**src/rtl/axi4_lite_if.sv**
```systemverilog
// AXI4-Lite bus bundle: single-beat address/data channels with valid/ready.
// clk/rst_n travel with the bus for slaves; the command master runs from its own clock and reset.
interface axi4_lite_if (
   input logic clk,
   input logic rst_n
);
   logic        awvalid;
   logic        awready;
   logic [31:0] awaddr;
   logic        wvalid;
   logic        wready;
   logic [31:0] wdata;
   logic [3:0]  wstrb;
   logic        bvalid;
   logic        bready;
   logic [1:0]  bresp;
   logic        arvalid;
   logic        arready;
   logic [31:0] araddr;
   logic        rvalid;
   logic        rready;
   logic [31:0] rdata;
   logic [1:0]  rresp;

   modport master (
      output awvalid, awaddr, wvalid, wdata, wstrb, bready, arvalid, araddr, rready,
      input  awready, wready, bvalid, bresp, arready, rvalid, rdata, rresp
   );

   modport slave (
      input  clk, rst_n,
      input  awvalid, awaddr, wvalid, wdata, wstrb, bready, arvalid, araddr, rready,
      output awready, wready, bvalid, bresp, arready, rvalid, rdata, rresp
   );
endinterface

```
**src/rtl/axi4_lite_cmd_master.sv**
```systemverilog
// Single-outstanding AXI4-Lite master turning cmd requests into rsp completions; 3 cycles min latency.
// cmd_ready only in IDLE; a held-off rsp_ready parks the FSM in RSP with completion fields frozen.
module axi4_lite_cmd_master #(
   parameter int CNT_W = 16
) (
   input  logic             clk,
   input  logic             rst,
   input  logic             cmd_valid,
   output logic             cmd_ready,
   input  logic             cmd_write,
   input  logic [31:0]      cmd_addr,
   input  logic [31:0]      cmd_wdata,
   input  logic [3:0]       cmd_wstrb,
   output logic             rsp_valid,
   input  logic             rsp_ready,
   output logic             rsp_write,
   output logic [31:0]      rsp_rdata,
   output logic [1:0]       rsp_resp,
   output logic [CNT_W-1:0] wr_count,
   output logic [CNT_W-1:0] rd_count,
   output logic [CNT_W-1:0] err_count,
   axi4_lite_if.master      axi_bus
);
   typedef enum logic [2:0] {IDLE, WR_AW_W, WR_B, RD_AR, RD_R, RSP} state_t;

   state_t      state;
   state_t      state_nxt;
   logic        awvalid_q;
   logic        wvalid_q;
   logic        arvalid_q;
   logic [31:0] addr_q;
   logic [31:0] wdata_q;
   logic [3:0]  wstrb_q;
   logic        cmd_hs;
   logic        aw_hs;
   logic        w_hs;
   logic        b_hs;
   logic        ar_hs;
   logic        r_hs;
   logic        rsp_hs;

   assign cmd_ready = (state == IDLE) && !rst;
   assign rsp_valid = (state == RSP);
   assign cmd_hs    = cmd_valid && cmd_ready;
   assign aw_hs     = awvalid_q && axi_bus.awready;
   assign w_hs      = wvalid_q && axi_bus.wready;
   assign b_hs      = axi_bus.bvalid && axi_bus.bready;
   assign ar_hs     = arvalid_q && axi_bus.arready;
   assign r_hs      = axi_bus.rvalid && axi_bus.rready;
   assign rsp_hs    = rsp_valid && rsp_ready;

   assign axi_bus.awvalid = awvalid_q;
   assign axi_bus.awaddr  = addr_q;
   assign axi_bus.wvalid  = wvalid_q;
   assign axi_bus.wdata   = wdata_q;
   assign axi_bus.wstrb   = wstrb_q;
   assign axi_bus.bready  = (state == WR_B);
   assign axi_bus.arvalid = arvalid_q;
   assign axi_bus.araddr  = addr_q;
   assign axi_bus.rready  = (state == RD_R);

   always_ff @(posedge clk or posedge rst) begin
      if (rst) state <= IDLE;
      else     state <= state_nxt;
   end

   always_comb begin
      state_nxt = state;
      case (state)
         IDLE:    if (cmd_valid) state_nxt = cmd_write ? WR_AW_W : RD_AR;
         // A channel counts as done once its valid has dropped or it handshakes this cycle.
         WR_AW_W: if ((!awvalid_q || aw_hs) && (!wvalid_q || w_hs)) state_nxt = WR_B;
         WR_B:    if (b_hs) state_nxt = RSP;
         RD_AR:   if (ar_hs) state_nxt = RD_R;
         RD_R:    if (r_hs) state_nxt = RSP;
         RSP:     if (rsp_ready) state_nxt = IDLE;
         default: state_nxt = IDLE;
      endcase
   end

   always_ff @(posedge clk or posedge rst) begin
      if (rst) begin
         awvalid_q <= 1'b0;
         wvalid_q  <= 1'b0;
         arvalid_q <= 1'b0;
         addr_q    <= '0;
         wdata_q   <= '0;
         wstrb_q   <= '0;
         rsp_write <= 1'b0;
         rsp_rdata <= '0;
         rsp_resp  <= '0;
         wr_count  <= '0;
         rd_count  <= '0;
         err_count <= '0;
      end else begin
         if (cmd_hs) begin
            addr_q <= cmd_addr;
            if (cmd_write) begin
               wdata_q   <= cmd_wdata;
               wstrb_q   <= cmd_wstrb;
               awvalid_q <= 1'b1;
               wvalid_q  <= 1'b1;
            end else begin
               arvalid_q <= 1'b1;
            end
         end
         if (aw_hs) awvalid_q <= 1'b0;
         if (w_hs)  wvalid_q  <= 1'b0;
         if (ar_hs) arvalid_q <= 1'b0;
         if (b_hs) begin
            rsp_write <= 1'b1;
            rsp_rdata <= '0;
            rsp_resp  <= axi_bus.bresp;
         end
         if (r_hs) begin
            rsp_write <= 1'b0;
            rsp_rdata <= axi_bus.rdata;
            rsp_resp  <= axi_bus.rresp;
         end
         // Statistics move only when the requester actually takes the completion.
         if (rsp_hs) begin
            if (rsp_write) wr_count <= wr_count + 1'b1;
            else           rd_count <= rd_count + 1'b1;
            if (rsp_resp != 2'b00) err_count <= err_count + 1'b1;
         end
      end
   end
endmodule

```
**src/flat_wrapper.sv**
```systemverilog
// flat-port wrapper written by rule: the top's interface ports become plain ports
module axi4_lite_cmd_master_flat 
#(
   parameter int CNT_W = 16
)
  (clk, rst, cmd_valid, cmd_ready, cmd_write, cmd_addr, cmd_wdata, cmd_wstrb, rsp_valid, rsp_ready, rsp_write, rsp_rdata, rsp_resp, wr_count, rd_count, err_count, rst_n, axi_bus_awvalid, axi_bus_awaddr, axi_bus_wvalid, axi_bus_wdata, axi_bus_wstrb, axi_bus_bready, axi_bus_arvalid, axi_bus_araddr, axi_bus_rready, axi_bus_awready, axi_bus_wready, axi_bus_bvalid, axi_bus_bresp, axi_bus_arready, axi_bus_rvalid, axi_bus_rdata, axi_bus_rresp);
  axi4_lite_if axi_bus_i (.clk(clk), .rst_n(rst_n));
  input  logic clk;
  input  logic rst;
  input  logic cmd_valid;
  output logic cmd_ready;
  input  logic cmd_write;
  input  logic [31:0] cmd_addr;
  input  logic [31:0] cmd_wdata;
  input  logic [3:0] cmd_wstrb;
  output logic rsp_valid;
  input  logic rsp_ready;
  output logic rsp_write;
  output logic [31:0] rsp_rdata;
  output logic [1:0] rsp_resp;
  output logic [CNT_W-1:0] wr_count;
  output logic [CNT_W-1:0] rd_count;
  output logic [CNT_W-1:0] err_count;
  input wire logic rst_n;
  output wire logic [$bits(axi_bus_i.awvalid)-1:0] axi_bus_awvalid;
  output wire logic [$bits(axi_bus_i.awaddr)-1:0] axi_bus_awaddr;
  output wire logic [$bits(axi_bus_i.wvalid)-1:0] axi_bus_wvalid;
  output wire logic [$bits(axi_bus_i.wdata)-1:0] axi_bus_wdata;
  output wire logic [$bits(axi_bus_i.wstrb)-1:0] axi_bus_wstrb;
  output wire logic [$bits(axi_bus_i.bready)-1:0] axi_bus_bready;
  output wire logic [$bits(axi_bus_i.arvalid)-1:0] axi_bus_arvalid;
  output wire logic [$bits(axi_bus_i.araddr)-1:0] axi_bus_araddr;
  output wire logic [$bits(axi_bus_i.rready)-1:0] axi_bus_rready;
  input wire logic [$bits(axi_bus_i.awready)-1:0] axi_bus_awready;
  input wire logic [$bits(axi_bus_i.wready)-1:0] axi_bus_wready;
  input wire logic [$bits(axi_bus_i.bvalid)-1:0] axi_bus_bvalid;
  input wire logic [$bits(axi_bus_i.bresp)-1:0] axi_bus_bresp;
  input wire logic [$bits(axi_bus_i.arready)-1:0] axi_bus_arready;
  input wire logic [$bits(axi_bus_i.rvalid)-1:0] axi_bus_rvalid;
  input wire logic [$bits(axi_bus_i.rdata)-1:0] axi_bus_rdata;
  input wire logic [$bits(axi_bus_i.rresp)-1:0] axi_bus_rresp;
  assign axi_bus_awvalid = axi_bus_i.awvalid;
  assign axi_bus_awaddr = axi_bus_i.awaddr;
  assign axi_bus_wvalid = axi_bus_i.wvalid;
  assign axi_bus_wdata = axi_bus_i.wdata;
  assign axi_bus_wstrb = axi_bus_i.wstrb;
  assign axi_bus_bready = axi_bus_i.bready;
  assign axi_bus_arvalid = axi_bus_i.arvalid;
  assign axi_bus_araddr = axi_bus_i.araddr;
  assign axi_bus_rready = axi_bus_i.rready;
  assign axi_bus_i.awready = axi_bus_awready;
  assign axi_bus_i.wready = axi_bus_wready;
  assign axi_bus_i.bvalid = axi_bus_bvalid;
  assign axi_bus_i.bresp = axi_bus_bresp;
  assign axi_bus_i.arready = axi_bus_arready;
  assign axi_bus_i.rvalid = axi_bus_rvalid;
  assign axi_bus_i.rdata = axi_bus_rdata;
  assign axi_bus_i.rresp = axi_bus_rresp;
  axi4_lite_cmd_master #(.CNT_W(CNT_W)) u_core (.clk(clk), .rst(rst), .cmd_valid(cmd_valid), .cmd_ready(cmd_ready), .cmd_write(cmd_write), .cmd_addr(cmd_addr), .cmd_wdata(cmd_wdata), .cmd_wstrb(cmd_wstrb), .rsp_valid(rsp_valid), .rsp_ready(rsp_ready), .rsp_write(rsp_write), .rsp_rdata(rsp_rdata), .rsp_resp(rsp_resp), .wr_count(wr_count), .rd_count(rd_count), .err_count(err_count), .axi_bus(axi_bus_i));
endmodule
```
**config.mk**
```make
export PLATFORM = sky130hd
export DESIGN_NAME = axi4_lite_cmd_master_flat
export DESIGN_NICKNAME = d
export VERILOG_FILES = /design/src/rtl/axi4_lite_if.sv /design/src/rtl/axi4_lite_cmd_master.sv /design/src/flat_wrapper.sv
export SDC_FILE = /design/constraint.sdc
export NUM_CORES = 1
export LEC_CHECK = 0
export BUFFER_PORTS_ARGS = -buffer_cell sky130_fd_sc_hd__buf_4
export CORE_AREA = 2 2 135 137
export DETAILED_ROUTE_END_ITERATION = 10
export DIE_AREA = 0 0 137 139
export HOLD_SLACK_MARGIN = 0.08
export PLACE_DENSITY = 0.69
export REMOVE_ABC_BUFFERS = 1
export SETUP_SLACK_MARGIN = 0.05
export SYNTH_ARGS = -nofsm -noshare
export SYNTH_HDL_FRONTEND = slang
export SYNTH_SLANG_ARGS = --single-unit
```
**constraint.sdc**
```tcl
create_clock -name clk -period 4.69 [get_ports clk]
set_input_delay 0.469 -clock clk [delete_from_list [all_inputs] [get_ports clk]]
set_output_delay 0.469 -clock clk [all_outputs]
set_load 0.005 [all_outputs]
```
==> impl_metrics.env, run 1 <==
export IMPL_layout_drive_gt1_share=0.5187
export IMPL_cts_buffers=17
export IMPL_clock_sinks=157
export IMPL_reg2reg_from="u_core.state[0]"
export IMPL_pre_cts_ws_ps=2247
export IMPL_end_kind="flip-flop"
export IMPL_netlist_area_um2=6523
export IMPL_powerDensity_nw_per_um2=592.7
export IMPL_initial_utilization=0.3694
export IMPL_fillers=1534
export IMPL_fmax_mhz=415.9
export IMPL_synthArstFlopShare=1.000
export IMPL_design_area_um2=9455
export IMPL_post_cts_resized=0
export IMPL_grtUsageTotal=0.1827
export IMPL_status="finished, final reports clean"
export IMPL_ant_nets=0
export IMPL_fin_cells=1006
export IMPL_core_um2=17660
export IMPL_cts_tree="yes"
export IMPL_synth_top_area_frac=0.6023
export IMPL_dp_hpwl_mm=12.63
export IMPL_hold_viol=0
export IMPL_antenna_found_initial=0
export IMPL_ys_top_cells_by_area="dfrtp_1, mux2_2, a22o_1"
export IMPL_ir_drop_v=0.0003563
export IMPL_wire_per_inst_um=16.89
export IMPL_first_pass_iters=4
export IMPL_crit_type="reg2reg"
export IMPL_synth_seq_cells=157
export IMPL_clk_latency_ps=420
export IMPL_setup_viol=0
export IMPL_area_growth_pct=44.96
export IMPL_relSlewSlack=0.4679
export IMPL_drt_iter0_drc=172
export IMPL_skew_ps=9.042
export IMPL_fin_ws_ps=2286
export IMPL_layout_common_cells="buf_4, dfrtp_1, mux2_2, a22o_1, xnor2_1"
export IMPL_worstPathRequired_ps=5030
export IMPL_yosysTopAreaCell="dfrtp_1"
export IMPL_vias=4816
export IMPL_dominantRegCellSynth="dfrtp_1"
export IMPL_drt_wl_total_mm=17.00
export IMPL_grt_pass1_wl_mm=26.95
export IMPL_clock_path_buffers=2
export IMPL_grt_pass1_vias=5149
export IMPL_regArea_um2=3929
export IMPL_dp_cells=974
export IMPL_rsz0062_at_grt="no"
export IMPL_io_pins=305
export IMPL_placed_area_um2=8821
export IMPL_htreeDepth=4
export IMPL_hold_buffers=0
export IMPL_fp_row_count=49
export IMPL_maxSlewViolCount=0
export IMPL_syn_area_per_cell_um2=13.39
export IMPL_drc=0
export IMPL_routed_via_density=4.787
export IMPL_ys_warn_count=0
export IMPL_post_cts_setup_buffers=0
export IMPL_synth_seq_area_share=0.6023
export IMPL_io_buffers=303
export IMPL_finalCriticalPeriod_ps=2404
export IMPL_path_max_fanout=16
export IMPL_period_share=0.5126
export IMPL_multiInputGateArea_um2=2258
export IMPL_synthCells=487
export IMPL_synth_enable_flop_cells=0
export IMPL_place_congestion=0.7940
export IMPL_clockRootBuffer="clkbuf_16"
export IMPL_hold_class="in2async"
export IMPL_die_h_um=139
export IMPL_power_leakage_nw=4.797
export IMPL_start_kind="flip-flop"
export IMPL_maxCapViolCount=0
export IMPL_num_nets_final=882
export IMPL_die_w_um=137
export IMPL_die_area_um2=19040
export IMPL_totalPowerFinal_mw=5.604
export IMPL_final_common_cell="buf_4"
export IMPL_r2r_end="u_core.err_count[13]"
export IMPL_grt_overflow_total=0
export IMPL_rr_worst_depth=4
export IMPL_r2r_setup_slack_ps=2290
export IMPL_yosysUniqueCellTypes=42
export IMPL_grt_max_degree=91
export IMPL_antenna_cells=0
export IMPL_clkSlewWorstSetupHoldPaths_ps=70
export IMPL_crit_arrival_ps=2740
export IMPL_tightest_slew_ps=798.2
-- flip-flops by register name, summed over array words and instances (netlist names), 3 cells and up --
signal and flops:
u_core.err_count 16, u_core.axi_bus.araddr 32, u_core.rd_count 16, u_core.axi_bus.wdata 32, u_core.axi_bus.wstrb 4, u_core.wr_count 16, u_core.state 3, u_core.rsp_rdata 32
-- through the flow --
step / utilization / TNS, ps / hold WS (ps)
3_5_place_dp: 0.4996 / 0 / 466.0
3_3_place_gp: 0.4996 / 0 / 461.5
4_1_cts: 0.5355 / 0 / 234.7
2_1_floorplan: - / -15490 / 468.2
5_1_grt: 0.5355 / 0 / 236.4
6_report: 0.5355 / 0 / 237.0
-- worst max-delay path by stage --
| stage | startpoint | end | slack [ps] | cells after the start |
|---|---|---|---|---|
| after floorplan | u_core.state[0] | u_core.rsp_rdata[0] | -410 | 3 |
| after global placement | u_core.state[0] | u_core.err_count[13] | 2290 | 4 |
| after detailed placement | u_core.state[0] | u_core.err_count[13] | 2250 | 4 |
| after CTS | u_core.state[0] | u_core.err_count[13] | 2220 | 4 |
| after global routing | u_core.state[0] | u_core.err_count[11] | 2030 | 4 |
| final | u_core.state[0] | u_core.err_count[13] | 2290 | 4 |
-- area by class of cell --
type	instances	area share
Clock buffer	21	0.05081
Clock inverter	11	0.01628
Inverter	6	0.002911
Multi-Input combinational cell	273	0.2389
Sequential cell	157	0.4155
Tap cell	229	0.03030
Timing Repair Buffer	309	0.2453
-- cells in the mapped netlist (4+ instances only) --
| library cell | count |
|---|---|
| a22o_1 | 33 |
| and3_1 | 5 |
| and4_1 | 4 |
| buf_2 | 9 |
| buf_4 | 34 |
| clkbuf_1 | 7 |
| dfrtp_1 | 157 |
| inv_1 | 6 |
| mux2_1 | 18 |
| mux2_2 | 53 |
| nand2_1 | 23 |
| nand3_1 | 15 |
| nand4_1 | 10 |
| nor2_1 | 18 |
| nor3_1 | 5 |
| nor4_1 | 7 |
| xnor2_1 | 24 |
| xor2_1 | 21 |
-- per-layer routing --
metal	share of wire	routed length [um]	global-route usage	up-vias
met5	0	0	0	-
met4	0.018	308	0.06782	0
met3	0.074	1252	0.06031	23
met2	0.50	8546	0.3037	191
met1	0.41	6889	0.2191	2352
li1	-	-	-	2250
-- power by group --
group | internal [mW] | switching [mW]
clock | 0.901 | 0.562
combinational | 1.22 | 0.655
sequential | 1.85 | 0.422
total | 3.97 | 1.64
-- cell families (layout without fill, tap and decap cells) --
| logic type | Yosys count | count (layout) | synth area share |
|---|---|---|---|
| DFF | 157 | 157 | 0.6023 |
| and+or+nand+nor | 106 | 106 | 0.09533 |
| AOI/OAI and AO/OA | 47 | 47 | 0.05793 |
| muxes | 72 | 72 | 0.1241 |
| xor gates and xnor gates | 45 | 45 | 0.06043 |
| buffers and inverters | 57 | 347 | 0.05409 |
| adders and majority gates | 3 | 3 | 0.005755 |
-- worst max-delay path, stage by stage, from the launching register on --
cell and delay, ps:
dfrtp_1 680, nand4b_1 560, or4_1 750, nor2_1 170, xor2_1 170
Power figures use the tool's default switching activity.
==> run 2: changes to the inputs <==
--- a/config.mk
+++ b/config.mk
@@ -10,7 +10,7 @@
 export DETAILED_ROUTE_END_ITERATION = 10
 export DIE_AREA = 0 0 137 139
 export HOLD_SLACK_MARGIN = 0.08
-export PLACE_DENSITY = 0.69
+export PLACE_DENSITY = 0.66
 export REMOVE_ABC_BUFFERS = 1
 export SETUP_SLACK_MARGIN = 0.05
 export SYNTH_ARGS = -nofsm -noshare
==> constraint.sdc (replaced) <==
create_clock -name clk -period 2.3 [get_ports clk]
set_input_delay 0.23 -clock clk [delete_from_list [all_inputs] [get_ports clk]]
set_output_delay 0.23 -clock clk [all_outputs]
set_load 0.005 [all_outputs]
==> run 2 against run 1 <==
Utilization grew 6.1 points. Routed wire length grew 8.0%. Highest routed layer unchanged. Combinational power grew 120%. Clock power grew 97%. Setup slack lost 2100 ps. Largest cell class unchanged.
==> impl_metrics.env, run 2 (synthesized netlist as in run 1, its figures left out) <==
export IMPL_status="finished, final reports clean"
export IMPL_skew_ps=10.75
export IMPL_first_pass_iters=4
export IMPL_final_core_util=0.5969
export IMPL_r2r_setup_slack_ps=180
export IMPL_place_congestion=0.7976
export IMPL_hold_viol=0
export IMPL_ir_drop_v=0.0006417
export IMPL_die_h_um=139
export IMPL_ant_nets=0
export IMPL_grt_pass1_wl_mm=28.50
export IMPL_maxCapViolCount=0
export IMPL_maxSlewViolCount=0
export IMPL_r2r_end="u_core.rsp_resp[0]"
export IMPL_whs_path_depth=4
export IMPL_crit_arrival_ps=2460
export IMPL_io_pins=305
export IMPL_pre_cts_ws_ps=192.6
export IMPL_reg2reg_from="u_core.state[0]"
export IMPL_core_um2=17660
export IMPL_slowest_stage="dlygate4sd3_1"
export IMPL_grt_use_met1=0.2320
export IMPL_layout_common_cells="buf_4, dfrtp_1, dlygate4sd3_1, mux2_2, a22o_1"
export IMPL_fp_row_count=49
export IMPL_end_kind="flip-flop"
export IMPL_cts_buffers=17
export IMPL_crit_type="reg2reg"
export IMPL_layout_drive_gt1_share=0.4570
export IMPL_power_leakage_nw=5.246
export IMPL_fin_cells=1113
export IMPL_relSlewSlack=0.4982
export IMPL_num_nets_final=990
export IMPL_wire_per_inst_um=16.48
export IMPL_dp_hpwl_mm=12.58
export IMPL_finalCriticalPeriod_ps=2117
export IMPL_htreeDepth=4
export IMPL_grt_use_met3=0.05738
export IMPL_drt_wl_total_mm=18.35
export IMPL_final_common_cell="buf_4"
export IMPL_grt_pass1_vias=5533
export IMPL_start_kind="flip-flop"
export IMPL_rr_worst_depth=6
export IMPL_hold_class="in2reg"
export IMPL_period_share=0.9204
export IMPL_rsz0062_at_grt="no"
export IMPL_clock_path_buffers=2
export IMPL_vias=5278
export IMPL_crit_chain="buf_4 -> nor4bb_4 -> buf_12 -> a22oi_1 -> dlygate4sd3_1 -> nand2_1"
export IMPL_placed_area_um2=8869
export IMPL_dp_cells=977
export IMPL_design_area_um2=10540
export IMPL_die_w_um=137
export IMPL_cpPeakStageDelay_ps=560
export IMPL_clkSlewWorstSetupHoldPaths_ps=60
export IMPL_tightest_slew_ps=750.9
export IMPL_path_max_fanout=36
export IMPL_drt_iter0_drc=208
export IMPL_busiest_layer="met2"
export IMPL_worstPathRequired_ps=2640
export IMPL_io_buffers=303
export IMPL_drc=0
export IMPL_clock_sinks=157
export IMPL_antenna_cells=0
export IMPL_initial_utilization=0.3694
export IMPL_fmax_mhz=472.4
export IMPL_grtUsageTotal=0.1913
export IMPL_min_to="u_core.axi_bus.arvalid"
export IMPL_antenna_found_initial=0
export IMPL_grt_max_degree=59
export IMPL_min_delay_start="cmd_write"
export IMPL_clk_latency_ps=410
export IMPL_routed_via_density=4.742
export IMPL_grt_overflow_total=0
export IMPL_setup_viol=0
export IMPL_use_met2=0.3236
export IMPL_cts_tree="yes"
export IMPL_clockRootBuffer="clkbuf_16"
export IMPL_fin_ws_ps=183.1
export IMPL_powerDensity_nw_per_um2=1099
export IMPL_final_setup_tns_ps=0
export IMPL_die_area_um2=19040
export IMPL_area_growth_pct=61.58
[run 2: cell types whose count changed in the layout (fill, tap and decap cells not counted), sizes merged]
cell and change:
inv +1, buf +3, dlygate4sd3 +105, clkbuf -2
[run 2: how the worst max path moves through the flow]
stage                         start                   end  depth (start not counted)
CTS                 u_core.state[0]    u_core.rsp_resp[0]                          6
global route        u_core.state[0]    u_core.rsp_resp[0]                          6
global placement    u_core.state[1]  u_core.rsp_rdata[12]                          3
detailed placement  u_core.state[1]   u_core.rsp_rdata[0]                          3
floorplan           u_core.state[0]   u_core.rsp_rdata[0]                          3
finish              u_core.state[0]    u_core.rsp_resp[0]                          6
[run 2: critical path, delay by kind of cell (launching register included)]
kind	cells	cell delay, ps
AOI/OAI and AO/OA	1	100
buffers and inverters	3	1010
DFF	1	440
and+or+nand+nor	2	480
[run 2: report_power, final]
part / internal [mW] / switching [mW] / total [mW]
Sequential: 3.77 / 0.818 / 4.59
Combinational: 2.64 / 1.47 / 4.11
Clock: 1.74 / 1.14 / 2.88
Total: 8.16 / 3.43 / 11.6
[run 2: per-stage QoR]
stage          hold slack (ps)  power (mW)
2_1_floorplan            337.3       5.879
3_3_place_gp             338.2       8.456
3_5_place_dp             352.4       8.587
4_1_cts                  93.98       11.65
5_1_grt                  113.7       12.23
6_report                 110.8       11.58
[run 2: timing repair]
| item | in CTS | in global routing |
|---|---|---|
| hold endpoints to repair | 159 | 0 |
| resized for setup | 0 | 4 |
| hold buffers | 105 | 0 |
| endpoints found under the setup margin | 0 | 2 |
| setup buffers | 0 | 0 |
[run 2: area by class of cell]
cell class              instances  area (um^2)
repair buffers                417         3431
clock inverters                12        158.9
fillers                      1393         7118
inverters                       6        27.53
well taps                     229        286.5
flip-flops and latches        157         3929
clock buffers                  19        442.9
multi-input cells             273         2263
[run 2: per-layer routing]
layer  share of wire  vias up  wire [um]
met5               0        -          0
met4           0.020        0        371
met3           0.069       20       1266
met2            0.51      197       9430
met1            0.40     2591       7278
li1                -     2470          -
==> run 3: changes to the inputs <==
--- a/config.mk
+++ b/config.mk
@@ -5,12 +5,12 @@
 export SDC_FILE = /design/constraint.sdc
 export NUM_CORES = 1
 export LEC_CHECK = 0
-export BUFFER_PORTS_ARGS = -buffer_cell sky130_fd_sc_hd__buf_4
+export BUFFER_PORTS_ARGS = -buffer_cell sky130_fd_sc_hd__buf_2
 export CORE_AREA = 2 2 135 137
 export DETAILED_ROUTE_END_ITERATION = 10
 export DIE_AREA = 0 0 137 139
 export HOLD_SLACK_MARGIN = 0.08
-export PLACE_DENSITY = 0.66
+export PLACE_DENSITY_LB_ADDON = 0.12
 export REMOVE_ABC_BUFFERS = 1
 export SETUP_SLACK_MARGIN = 0.05
 export SYNTH_ARGS = -nofsm -noshare
==> run 3 against run 2 <==
Register-to-register slack better by 60 ps. Sequential power down 3%. Highest routed layer is now met5. Global-route usage shrank 0.69 points. Critical path type unchanged. Worst hold slack better by 22 ps. Power down 8.4%. Critical endpoint unchanged. Largest power group unchanged. Maximum frequency increased by 3.1%. Largest cell class unchanged. Clock-buffer cell count up 1. Sequential share of layout area increased by 2.9 points.
==> impl_metrics.env, run 3 (synthesized netlist as in run 1, its figures left out) <==
export IMPL_cp_endpoint="u_core.rsp_resp[0]"
export IMPL_fmax_mhz=487.1
export IMPL_vias=5246
export IMPL_maxCapViolCount=0
export IMPL_htreeDepth=4
export IMPL_area_growth_pct=49.89
export IMPL_ant_nets=0
export IMPL_io_buffers=303
export IMPL_crit_arrival_ps=2400
export IMPL_clk_latency_ps=410
export IMPL_grt_max_degree=60
export IMPL_num_nets_final=994
export IMPL_internal_power_mw=7.346
export IMPL_cts_buffers=17
export IMPL_die_w_um=137
export IMPL_design_area_um2=9777
export IMPL_clockRootBuffer="clkbuf_16"
export IMPL_drt_wl_total_mm=17.19
export IMPL_seqPwrFrac=0.422
export IMPL_period_share=0.8925
export IMPL_dp_hpwl_mm=11.99
export IMPL_crit_path_start="u_core.state[1]"
export IMPL_post_cts_setup_buffers=0
export IMPL_crit_type="reg2reg"
export IMPL_io_pins=305
export IMPL_end_kind="flip-flop"
export IMPL_initial_utilization=0.3694
export IMPL_cts_tree="yes"
export IMPL_core_um2=17660
export IMPL_grt_overflow_total=0
export IMPL_antenna_found_initial=3
export IMPL_clock_sinks=157
export IMPL_grt_pass1_wl_mm=27.63
export IMPL_power_switching_mw=3.260
export IMPL_hold_class="in2reg"
export IMPL_antenna_cells=0
export IMPL_clkSlewWorstSetupHoldPaths_ps=60
export IMPL_ir_drop_v=0.0005862
export IMPL_clock_power_share=0.263
export IMPL_path_max_fanout=13
export IMPL_worstPathRequired_ps=2650
export IMPL_drt_iter0_drc=142
export IMPL_r2r_setup_slack_ps=250
export IMPL_finalCriticalPeriod_ps=2053
export IMPL_setup_viol=0
export IMPL_layout_drive_gt1_share=0.4589
export IMPL_power_leakage_nw=5.070
export IMPL_min_delay_start="cmd_write"
export IMPL_status="finished, final reports clean"
export IMPL_rr_worst_depth=6
export IMPL_swShare=0.3073
export IMPL_layout_common_cells="buf_2, dfrtp_1, dlygate4sd3_1, mux2_2, a22o_1"
export IMPL_fp_row_count=49
export IMPL_first_pass_iters=4
export IMPL_wire_per_inst_um=15.37
export IMPL_grtUsageTotal=0.1845
export IMPL_routed_via_density=4.692
export IMPL_tightest_slew_ps=553.7
export IMPL_final_core_util=0.5537
export IMPL_final_common_cell="buf_2"
export IMPL_start_kind="flip-flop"
export IMPL_die_area_um2=19040
export IMPL_hold_viol=0
export IMPL_r2r_end="u_core.rsp_resp[0]"
export IMPL_maxSlewViolCount=0
export IMPL_p_comb_frac=0.315
export IMPL_grt_pass1_vias=5549
export IMPL_placed_area_um2=8140
export IMPL_relSlewSlack=0.6309
export IMPL_die_h_um=139
export IMPL_reg2reg_from="u_core.state[1]"
export IMPL_rsz0062_at_grt="no"
export IMPL_clock_path_buffers=2
export IMPL_drc=0
export IMPL_powerDensity_nw_per_um2=1085
export IMPL_place_congestion=0.7772
export IMPL_skew_ps=8.634
==> run 3: final cells by class <==
type                    instances  area (um^2)
multi-input cells             273         2258
flip-flops and latches        157         3929
repair buffers                421         2690
inverters                       6        27.53
fillers                      1589         7880
well taps                     229        286.5
clock inverters                12        138.9
clock buffers                  20        446.7
==> run 3: worst min-delay path by stage <==
stage	end	slack, ps	cells past startpoint
floorplan	u_core.axi_bus.arvalid	340	1
global placement	u_core.axi_bus.awvalid	370	2
detailed placement	u_core.axi_bus.wvalid	380	2
CTS	u_core.axi_bus.arvalid	100	4
global route	u_core.axi_bus.wvalid	140	3
finish	u_core.axi_bus.arvalid	130	4
==> run 3: timing repair <==
action,4_1_cts,5_1_grt
hold endpoints to repair,158,0
resized for setup,0,0
hold buffers,105,0
==> run 3: worst max-delay path, cell delays in order (launching register included) <==
cell,delay [ps]
dfrtp_1,470
buf_4,200
nor4bb_4,330
buf_4,260
a22oi_1,110
dlygate4sd3_1,560
nand2_1,60
==> run 3: metrics by stage <==
stage                     setup slack, ps  instances  power [mW]  hold WS [ps]  setup TNS (ps)
after floorplan                     -2797        436       5.879         337.3         -482240
after global placement              421.3        981       7.656         373.2               0
after detailed placement            355.4        981       7.756         378.5               0
after CTS                           223.5       1118       10.75         104.4               0
after global routing                137.1       1118       11.35         141.4               0
final                               247.2       1118       10.61         133.0               0
==> run 3: power groups by stage <==
stage / combinational [mW] / sequential [mW] / clock (mW)
6_report: 3.34 / 4.47 / 2.79
5_1_grt: 3.71 / 4.63 / 3.02
2_1_floorplan: 1.27 / 4.61 / 0
4_1_cts: 3.40 / 4.48 / 2.87
3_5_place_dp: 3.26 / 4.49 / 0
3_3_place_gp: 3.20 / 4.46 / 0
==> run 3: layer usage <==
layer	global-route usage	wire length [um]	part of all wire
met1	0.2146	6904	0.40
met2	0.3155	8728	0.51
met3	0.06067	1253	0.073
met4	0.06565	269	0.016
met5	0	30	0.0017
